--- config.mk ---
export PLATFORM = sky130hd
export DESIGN_NAME = la_pll_lock_ctrl
export DESIGN_NICKNAME = d
export VERILOG_FILES = /design/src/rtl/la_pll_lock_ctrl.sv
export SDC_FILE = /design/constraint.sdc
export NUM_CORES = 1
export LEC_CHECK = 0
export CAP_MARGIN = 20
export CORE_AREA = 3 3 59 83
export CTS_CLUSTER_DIAMETER = 100
export DETAILED_ROUTE_END_ITERATION = 12
export DIE_AREA = 0 0 62 86
export GPL_ROUTABILITY_DRIVEN = 0
export SLEW_MARGIN = 30
export SYNTH_ARGS = -nofsm -noshare
export SYNTH_HDL_FRONTEND = slang
export SYNTH_SLANG_ARGS = --single-unit
--- constraint.sdc ---
create_clock -name clk -period 3.8 [get_ports clk]
set_clock_uncertainty 0.1 [all_clocks]
set_input_delay 0.38 -clock clk [delete_from_list [all_inputs] [get_ports clk]]
set_output_delay 0.38 -clock clk [all_outputs]
set_load 0.02 [all_outputs]
--- src/rtl/la_pll_lock_ctrl.sv ---
// PLL supervisor: sequences PLL/output-divider resets, waits for stable lock with timeout/retry.
// Optional loss counter output enabled by LA_PLL_LOCK_CTRL_LOSS_CNT_EN.
module la_pll_lock_ctrl #(
  parameter int unsigned RST_CYCLES     = 16,
  parameter int unsigned LOCK_TIMEOUT   = 65536,
  parameter int unsigned STABLE_CYCLES  = 1024,
  parameter int unsigned RELEASE_CYCLES = 8,
  parameter int unsigned MAX_RETRY      = 3
) (
  input  logic       clk,
  input  logic       rst,
  input  logic       pll_lock,
  input  logic       restart,
  output logic       pll_rst,
  output logic       rstodiv,
  output logic       user_rst,
  output logic       ready,
  output logic       fail,
`ifdef LA_PLL_LOCK_CTRL_LOSS_CNT_EN
  output logic [7:0] loss_cnt,
`endif
  output logic [3:0] retry_cnt
);

  // state     | meaning
  // S_RESET   | PLL and divider held in reset for RST_CYCLES
  // S_WAIT    | PLL released, waiting for lock up to LOCK_TIMEOUT
  // S_STABLE  | lock seen, must stay high for STABLE_CYCLES
  // S_RELEASE | divider released, user reset held RELEASE_CYCLES
  // S_RUN     | sampling domain out of reset
  // S_FAIL    | retries exhausted, waits for restart or rst
  typedef enum logic [2:0] {
    S_RESET, S_WAIT, S_STABLE, S_RELEASE, S_RUN, S_FAIL
  } state_t;

  localparam logic [19:0] RST_LAST     = 20'(RST_CYCLES - 1);
  localparam logic [19:0] TIMEOUT_LAST = 20'(LOCK_TIMEOUT - 1);
  localparam logic [19:0] STABLE_LAST  = 20'(STABLE_CYCLES - 1);
  localparam logic [19:0] RELEASE_LAST = 20'(RELEASE_CYCLES - 1);
  localparam logic [3:0]  RETRY_MAX    = 4'(MAX_RETRY);

  state_t      state, state_nxt;
  logic [19:0] cnt, cnt_nxt;
  logic [3:0]  retry_nxt;
  logic        lock_m, lock_s;
  logic        pll_rst_nxt, rstodiv_nxt, user_rst_nxt, ready_nxt, fail_nxt;
`ifdef LA_PLL_LOCK_CTRL_LOSS_CNT_EN
  logic        loss_evt;
`endif

  always_ff @(posedge clk or posedge rst) begin
    if (rst) begin
      lock_m <= 1'b0;
      lock_s <= 1'b0;
    end else begin
      lock_m <= pll_lock;
      lock_s <= lock_m;
    end
  end

  always_comb begin
    state_nxt = state;
    cnt_nxt   = cnt + 20'd1;
    retry_nxt = retry_cnt;
`ifdef LA_PLL_LOCK_CTRL_LOSS_CNT_EN
    loss_evt  = 1'b0;
`endif
    if (restart) begin
      state_nxt = S_RESET;
      cnt_nxt   = '0;
      retry_nxt = '0;
    end else begin
      case (state)
        S_RESET: begin
          if (cnt == RST_LAST) begin
            state_nxt = S_WAIT;
            cnt_nxt   = '0;
          end
        end
        S_WAIT: begin
          // lock wins over a coincident timeout
          if (lock_s) begin
            state_nxt = S_STABLE;
            cnt_nxt   = '0;
          end else if (cnt == TIMEOUT_LAST) begin
            cnt_nxt = '0;
            if (retry_cnt == RETRY_MAX) begin
              state_nxt = S_FAIL;
            end else begin
              state_nxt = S_RESET;
              retry_nxt = retry_cnt + 4'd1;
            end
          end
        end
        S_STABLE: begin
          if (!lock_s) begin
            state_nxt = S_WAIT;
            cnt_nxt   = '0;
          end else if (cnt == STABLE_LAST) begin
            state_nxt = S_RELEASE;
            cnt_nxt   = '0;
          end
        end
        S_RELEASE: begin
          if (!lock_s) begin
            state_nxt = S_RESET;
            cnt_nxt   = '0;
`ifdef LA_PLL_LOCK_CTRL_LOSS_CNT_EN
            loss_evt  = 1'b1;
`endif
          end else if (cnt == RELEASE_LAST) begin
            state_nxt = S_RUN;
            cnt_nxt   = '0;
            retry_nxt = '0;
          end
        end
        S_RUN: begin
          cnt_nxt = cnt;
          if (!lock_s) begin
            state_nxt = S_RESET;
            cnt_nxt   = '0;
`ifdef LA_PLL_LOCK_CTRL_LOSS_CNT_EN
            loss_evt  = 1'b1;
`endif
          end
        end
        S_FAIL: cnt_nxt = cnt;
        default: begin
          state_nxt = S_RESET;
          cnt_nxt   = '0;
        end
      endcase
    end
  end

  // outputs decoded from the next state so they register on the same edge
  always_comb begin
    pll_rst_nxt  = 1'b1;
    rstodiv_nxt  = 1'b1;
    user_rst_nxt = 1'b1;
    ready_nxt    = 1'b0;
    fail_nxt     = 1'b0;
    case (state_nxt)
      S_WAIT, S_STABLE: pll_rst_nxt = 1'b0;
      S_RELEASE: begin
        pll_rst_nxt = 1'b0;
        rstodiv_nxt = 1'b0;
      end
      S_RUN: begin
        pll_rst_nxt  = 1'b0;
        rstodiv_nxt  = 1'b0;
        user_rst_nxt = 1'b0;
        ready_nxt    = 1'b1;
      end
      S_FAIL: fail_nxt = 1'b1;
      default: ;
    endcase
  end

  always_ff @(posedge clk or posedge rst) begin
    if (rst) begin
      state     <= S_RESET;
      cnt       <= '0;
      retry_cnt <= '0;
      pll_rst   <= 1'b1;
      rstodiv   <= 1'b1;
      user_rst  <= 1'b1;
      ready     <= 1'b0;
      fail      <= 1'b0;
    end else begin
      state     <= state_nxt;
      cnt       <= cnt_nxt;
      retry_cnt <= retry_nxt;
      pll_rst   <= pll_rst_nxt;
      rstodiv   <= rstodiv_nxt;
      user_rst  <= user_rst_nxt;
      ready     <= ready_nxt;
      fail      <= fail_nxt;
    end
  end

`ifdef LA_PLL_LOCK_CTRL_LOSS_CNT_EN
  always_ff @(posedge clk or posedge rst) begin
    if (rst) begin
      loss_cnt <= '0;
    end else if (loss_evt && !restart && loss_cnt != 8'hFF) begin
      loss_cnt <= loss_cnt + 8'd1;
    end
  end
`endif

endmodule
# Word-level counts from Yosys, hierarchy flattened
# Cells that the tools add are included.
dict set report totals {
  mem_bits_rw 0
  ff_bits 34
  word_cells 73
  rom_bits 0
  output_inout_bits 9
  n_memories 0
  latchBits 0
}
dict set report classes {
  n_eq_ne 22
  bitwise_logic 0
  shift 0
  addsub 2
  reduce_logical 6
  multipliers 0
  mux 33
  order_cmp 0
  div_mod_pow 0
}
# cell count
set op_table {}
lappend op_table {{20-bit 2-to-1 mux} 9}
lappend op_table {{20-bit case mux with 6 select lines} 1}
lappend op_table {{3-bit 2-to-1 mux} 10}
lappend op_table {{4-bit 2-to-1 mux} 6}
lappend op_table {{20-bit by 1-bit adder with 20-bit output (second input constant)} 1}
lappend op_table {{20-bit by 10-bit == test with 1-bit output (second input constant)} 1}
lappend op_table {{20-bit by 16-bit == test with 1-bit output (second input constant)} 1}
lappend op_table {{20-bit by 3-bit == test with 1-bit output (second input constant)} 1}
lappend op_table {{20-bit by 4-bit == test with 1-bit output (second input constant)} 1}
lappend op_table {{3-bit inequality test (second input constant)} 6}
lappend op_table {{3-bit case mux with 6 select lines} 1}
lappend op_table {{3-bit by 2-bit == test with 1-bit output (second input constant)} 4}
lappend op_table {{3-bit == test (second input constant)} 4}
lappend op_table {{4-bit case mux with 2 select lines} 1}
lappend op_table {{3-bit by 1-bit == test with 1-bit output (second input constant)} 2}
lappend op_table {{6-bit AND reduction} 1}
lappend op_table {{1-bit 2-to-1 mux} 5}
lappend op_table {{4-bit by 1-bit adder with 4-bit output (second input constant)} 1}
lappend op_table {{4-bit by 2-bit == test with 1-bit output (second input constant)} 1}
lappend op_table {{4-bit OR reduction} 1}
lappend op_table {{3-bit zero test} 1}
lappend op_table {{3-bit nonzero test} 1}
lappend op_table {{2-bit inequality test (second input constant)} 1}
lappend op_table {{2-bit AND reduction} 1}
lappend op_table {{2-bit OR reduction} 1}

# Logic depth before layout (Yosys ltp)
dict set report depth {
  depth_word 9
  mapped_depth 8
}

# Least setup slack after synthesis
# No wires, ideal clock.
dict set report synth_path {
  path_kind {register -> register}
  startpoint {reg cnt[10]}
  endpoint {reg cnt[1]}
  setup_ns 0.122
  n_path_buf 1
  stages_incl_launch_ff 8
  path_slack_ns 1.118
  synth_period_minus_slack_ns 2.682
  arrival_ns 2.460
  path_cell_list {dfrtp_1 -> or4_1 -> or4_1 -> buf_2 -> o31ai_1 -> o211ai_1 -> or2_1 -> a32o_1}
}
dict set report synth_between {
  elab_chain_len 5
  word_cells_on_any_way 13
  classes_between {4 x eq/ne; 9 x mux}
}
# element line_no
set synth_lines {}
lappend synth_lines {{from (decl)} 43} ;# logic [19:0] cnt, cnt_nxt;
lappend synth_lines {{from (signal assigned)} 172} ;# cnt <= cnt_nxt;
lappend synth_lines {{20-bit by 3-bit == test with 1-bit output (tied with other cells)} 111} ;# end else if (cnt == RELEASE_LAST) begin
lappend synth_lines {{20-bit 2-to-1 mux, on equally long branches} {111, 85, 99}}
lappend synth_lines {{20-bit 2-to-1 mux, on equally long branches} {105, 82, 96}}
lappend synth_lines {{20-bit case mux with 6 select lines (*)} 73} ;# case (state)
lappend synth_lines {{20-bit 2-to-1 mux (*)} 68} ;# if (restart) begin
# Every way passes the cells marked *; elsewhere a longest branch is shown, timed or not.
# A chain may end at the register's enable or synchronous reset.

# Worst setup path after layout
dict set report layout_path {
  startpoint {reg cnt[16]}
  endpoint {reg cnt[1]}
}
# Same word-level chain as after synthesis.

==> impl_metrics.py <==
metrics = {
    "final_layout": {
        "final_cell_mix": "37 x nand2_1, 31 x dfrtp_1, 25 x nor2_1",
        "area_growth_pct": 14.94,
        "n_antenna_cell": 0,
        "nets": 249,
        "fill_cells": 397,
        "final_common_cell": "nand2_1",
        "drive_above_1_share_pct": 9.836,
    },
    "detailed_routing": {
        "ant_nets": 0,
        "drc": 0,
        "drt-total-wl_um": 4483,
        "via_per_inst": 5.786,
        "wl_per_cell_um": 14.75,
        "dr.first_iter.drc_count": 115,
        "drtPass1Iterations": 4,
        "via_count": 1759,
    },
    "synthesis": {
        "synthArstFlopShare_pct": 100.0,
        "avgSynthCellArea_sq_um": 8.633,
        "yosys_warnings": 0,
        "synth-edff-count": 0,
        "netlist_area_sq_um": 1977,
        "synth_ff_type": "dfrtp_1",
        "yosysUniqueCellTypes": 43,
        "ys_ff_latch": 34,
        "syn_nets": 235,
        "synth_cells": 229,
        "synth_sequential_area_ratio_pct": 43.23,
    },
    "global_route": {
        "grt_use_met1_pct": 24.41,
        "antenna_found_initial": 0,
        "grt_pass1_vias": 1657,
        "use_met2_pct": 29.81,
        "busiest_layer": "met2",
        "grt_max_degree": 35,
        "grt_pass1_wl_um": 7783,
        "overflow": 0,
        "grt_usage_pct": 19.10,
        "use_met3_pct": 4.217,
    },
    "run": {
        "drv_cap": 0,
    },
    "hold_path": {
        "hp-class": "register to register",
    },
    "power": {
        "p_leak_nw": 0.9875,
        "peakVddDrop_mv": 0.1641,
        "p_per_area_nw_per_um2": 314.9,
    },
    "setup_path": {
        "crit_path_frequent_cell": "or4_1",
        "cp_slowest_cell": "or4_1",
        "crit_path_end_kind": "register",
        "crit_chain": "or4_1 > or4_1 > o31ai_1 > o211ai_1 > buf_4 > or2_1 > a32o_1",
        "crit_fanout": 10,
        "setup.worst_path.class": "register to register",
        "worstSetupStartpointType": "register",
        "cp.arrival_ps": 3220,
        "required_ps": 3870,
        "slowest_delay_ps": 580,
    },
    "clock_network": {
        "cts_max_path_buffers": 2,
        "cts_buffers": 5,
        "clk_latency_ps": 280,
        "clock-root-buffer": "clkbuf_8",
        "cts_hold_buf": 0,
        "cts.sinks": 34,
        "cts_setup_buffers": 0,
        "cts_max_level": 2,
        "path_clk_slew_ps": 70,
        "ctsResizeCount": 0,
        "cts_tree": "done",
    },
    "timing": {
        "rsz0062_at_grt": "false",
        "setup_ws_ps": 656.9,
        "max_freq_mhz": 318.2,
        "drv_slew": 0,
        "setup_viol": 0,
        "slew_headroom_pct": 55.54,
        "tightest_slew_ps": 663.1,
        "finalSetupTns_ps": 0,
        "finalHoldViolCount": 0,
        "min_period_ps": 3143,
        "fin_crit_sh_pct": 82.71,
    },
    "place": {
        "hpwlAfterDp_um": 3246,
        "dp_slack_ps": 702.8,
        "port_buffers": 12,
    },
    "floorplanning": {
        "initial_core_util_pct": 46.64,
        "die_h_um": 86,
        "row_count": 28,
        "ioPinCount": 13,
        "core_sq_um": 4239,
        "die_width_um": 62,
        "dieArea_sq_um": 5332,
    },
    "run_status": {
        "status": "completed",
    },
}
## path summary, 6_finish.rpt
kind / startpoint / to / slack, ps / cells past startpoint
worst min register to register: lock_m / lock_s / 260 / 0
min in group asynchronous: rst / retry_cnt[1] / 380 / 3
max in group asynchronous: rst / user_rst / 2880 / 3
worst min-delay path: lock_m / lock_s / 260 / 0
worst max register to register: cnt[16] / cnt[1] / 660 / 7
worst max-delay path: cnt[16] / cnt[1] / 660 / 7
## cell usage after synthesis (5+ instances only)
master	number	area, sq um
and2_1	8	50.05
and3_1	6	37.54
clkbuf_1	9	33.78
dfrtp_1	31	775.7
inv_1	5	18.77
nand2_1	37	138.9
nand3_1	13	65.06
nand4_1	5	31.28
nor2_1	25	93.84
nor3_1	6	30.03
o211ai_1	8	60.06
o21ai_0	12	60.06
o221ai_1	6	52.55
or3_1	5	31.28
xnor2_1	5	43.79
## routing by layer
metal  wire, um  vias up  share of wire, %
met2       2261       48                50
met3        196       10               4.4
met5          0        -                 0
met4        120        0               2.7
met1       1903      841                42
li1           -      860                 -
## layout make-up
cell class / instances / area [sq um] / share of cell area (%)
clock inverter: 1 / 5.005 / 0.2203
tap: 60 / 75.07 / 3.304
inverter: 5 / 18.77 / 0.8260
multi-input combinational: 180 / 1075 / 47.30
clock buffer: 7 / 86.33 / 3.800
sequential: 34 / 854.6 / 37.61
timing repair buffer: 17 / 157.7 / 6.938
## kinds of logic after synthesis
family | synth area share, %
buf+inv | 2.911
xor+xnor | 3.101
flops | 43.23
fa+ha+maj | 1.266
mux | 1.076
simple gates | 29.87
compound gates | 18.55
## registers in the layout, summed over array words and instances, names as in the netlist
signal / flops
cnt: 20
retry_cnt: 4
state: 3
fail: 1
lock_m: 1
lock_s: 1
pll_rst: 1
ready: 1
rstodiv: 1
user_rst: 1
## critical path, delay by kind of cell (launching register included)
kind	cells	cell delay, ps
compound gates	3	830
simple gates	3	1390
buf+inv	1	270
flops	1	430
## through the flow
stage | instance area, sq um | power, mW | utilization, % | std cells | hold WS [ps]
6_report | 2272 | 0.7155 | 53.60 | 304 | 255.5
5_1_grt | 2272 | 0.7519 | 53.60 | 304 | 271.8
4_1_cts | 2266 | 0.7272 | 53.45 | 304 | 259.6
3_5_place_dp | 2175 | 0.4493 | 51.30 | 296 | 253.6
3_3_place_gp | 2171 | 0.4481 | 51.21 | 296 | 235.7
2_1_floorplan | 1977 | 0.4320 | - | 229 | 231.2
## where the power goes
part,internal (mW),leakage (nW),switching [mW]
logic,0.0207,0.483,0.0329
registers,0.373,0.457,0.0168
clock network,0.146,0.0482,0.126
total,0.539,0.988,0.176
No activity file was read; power rests on OpenSTA's default activity.
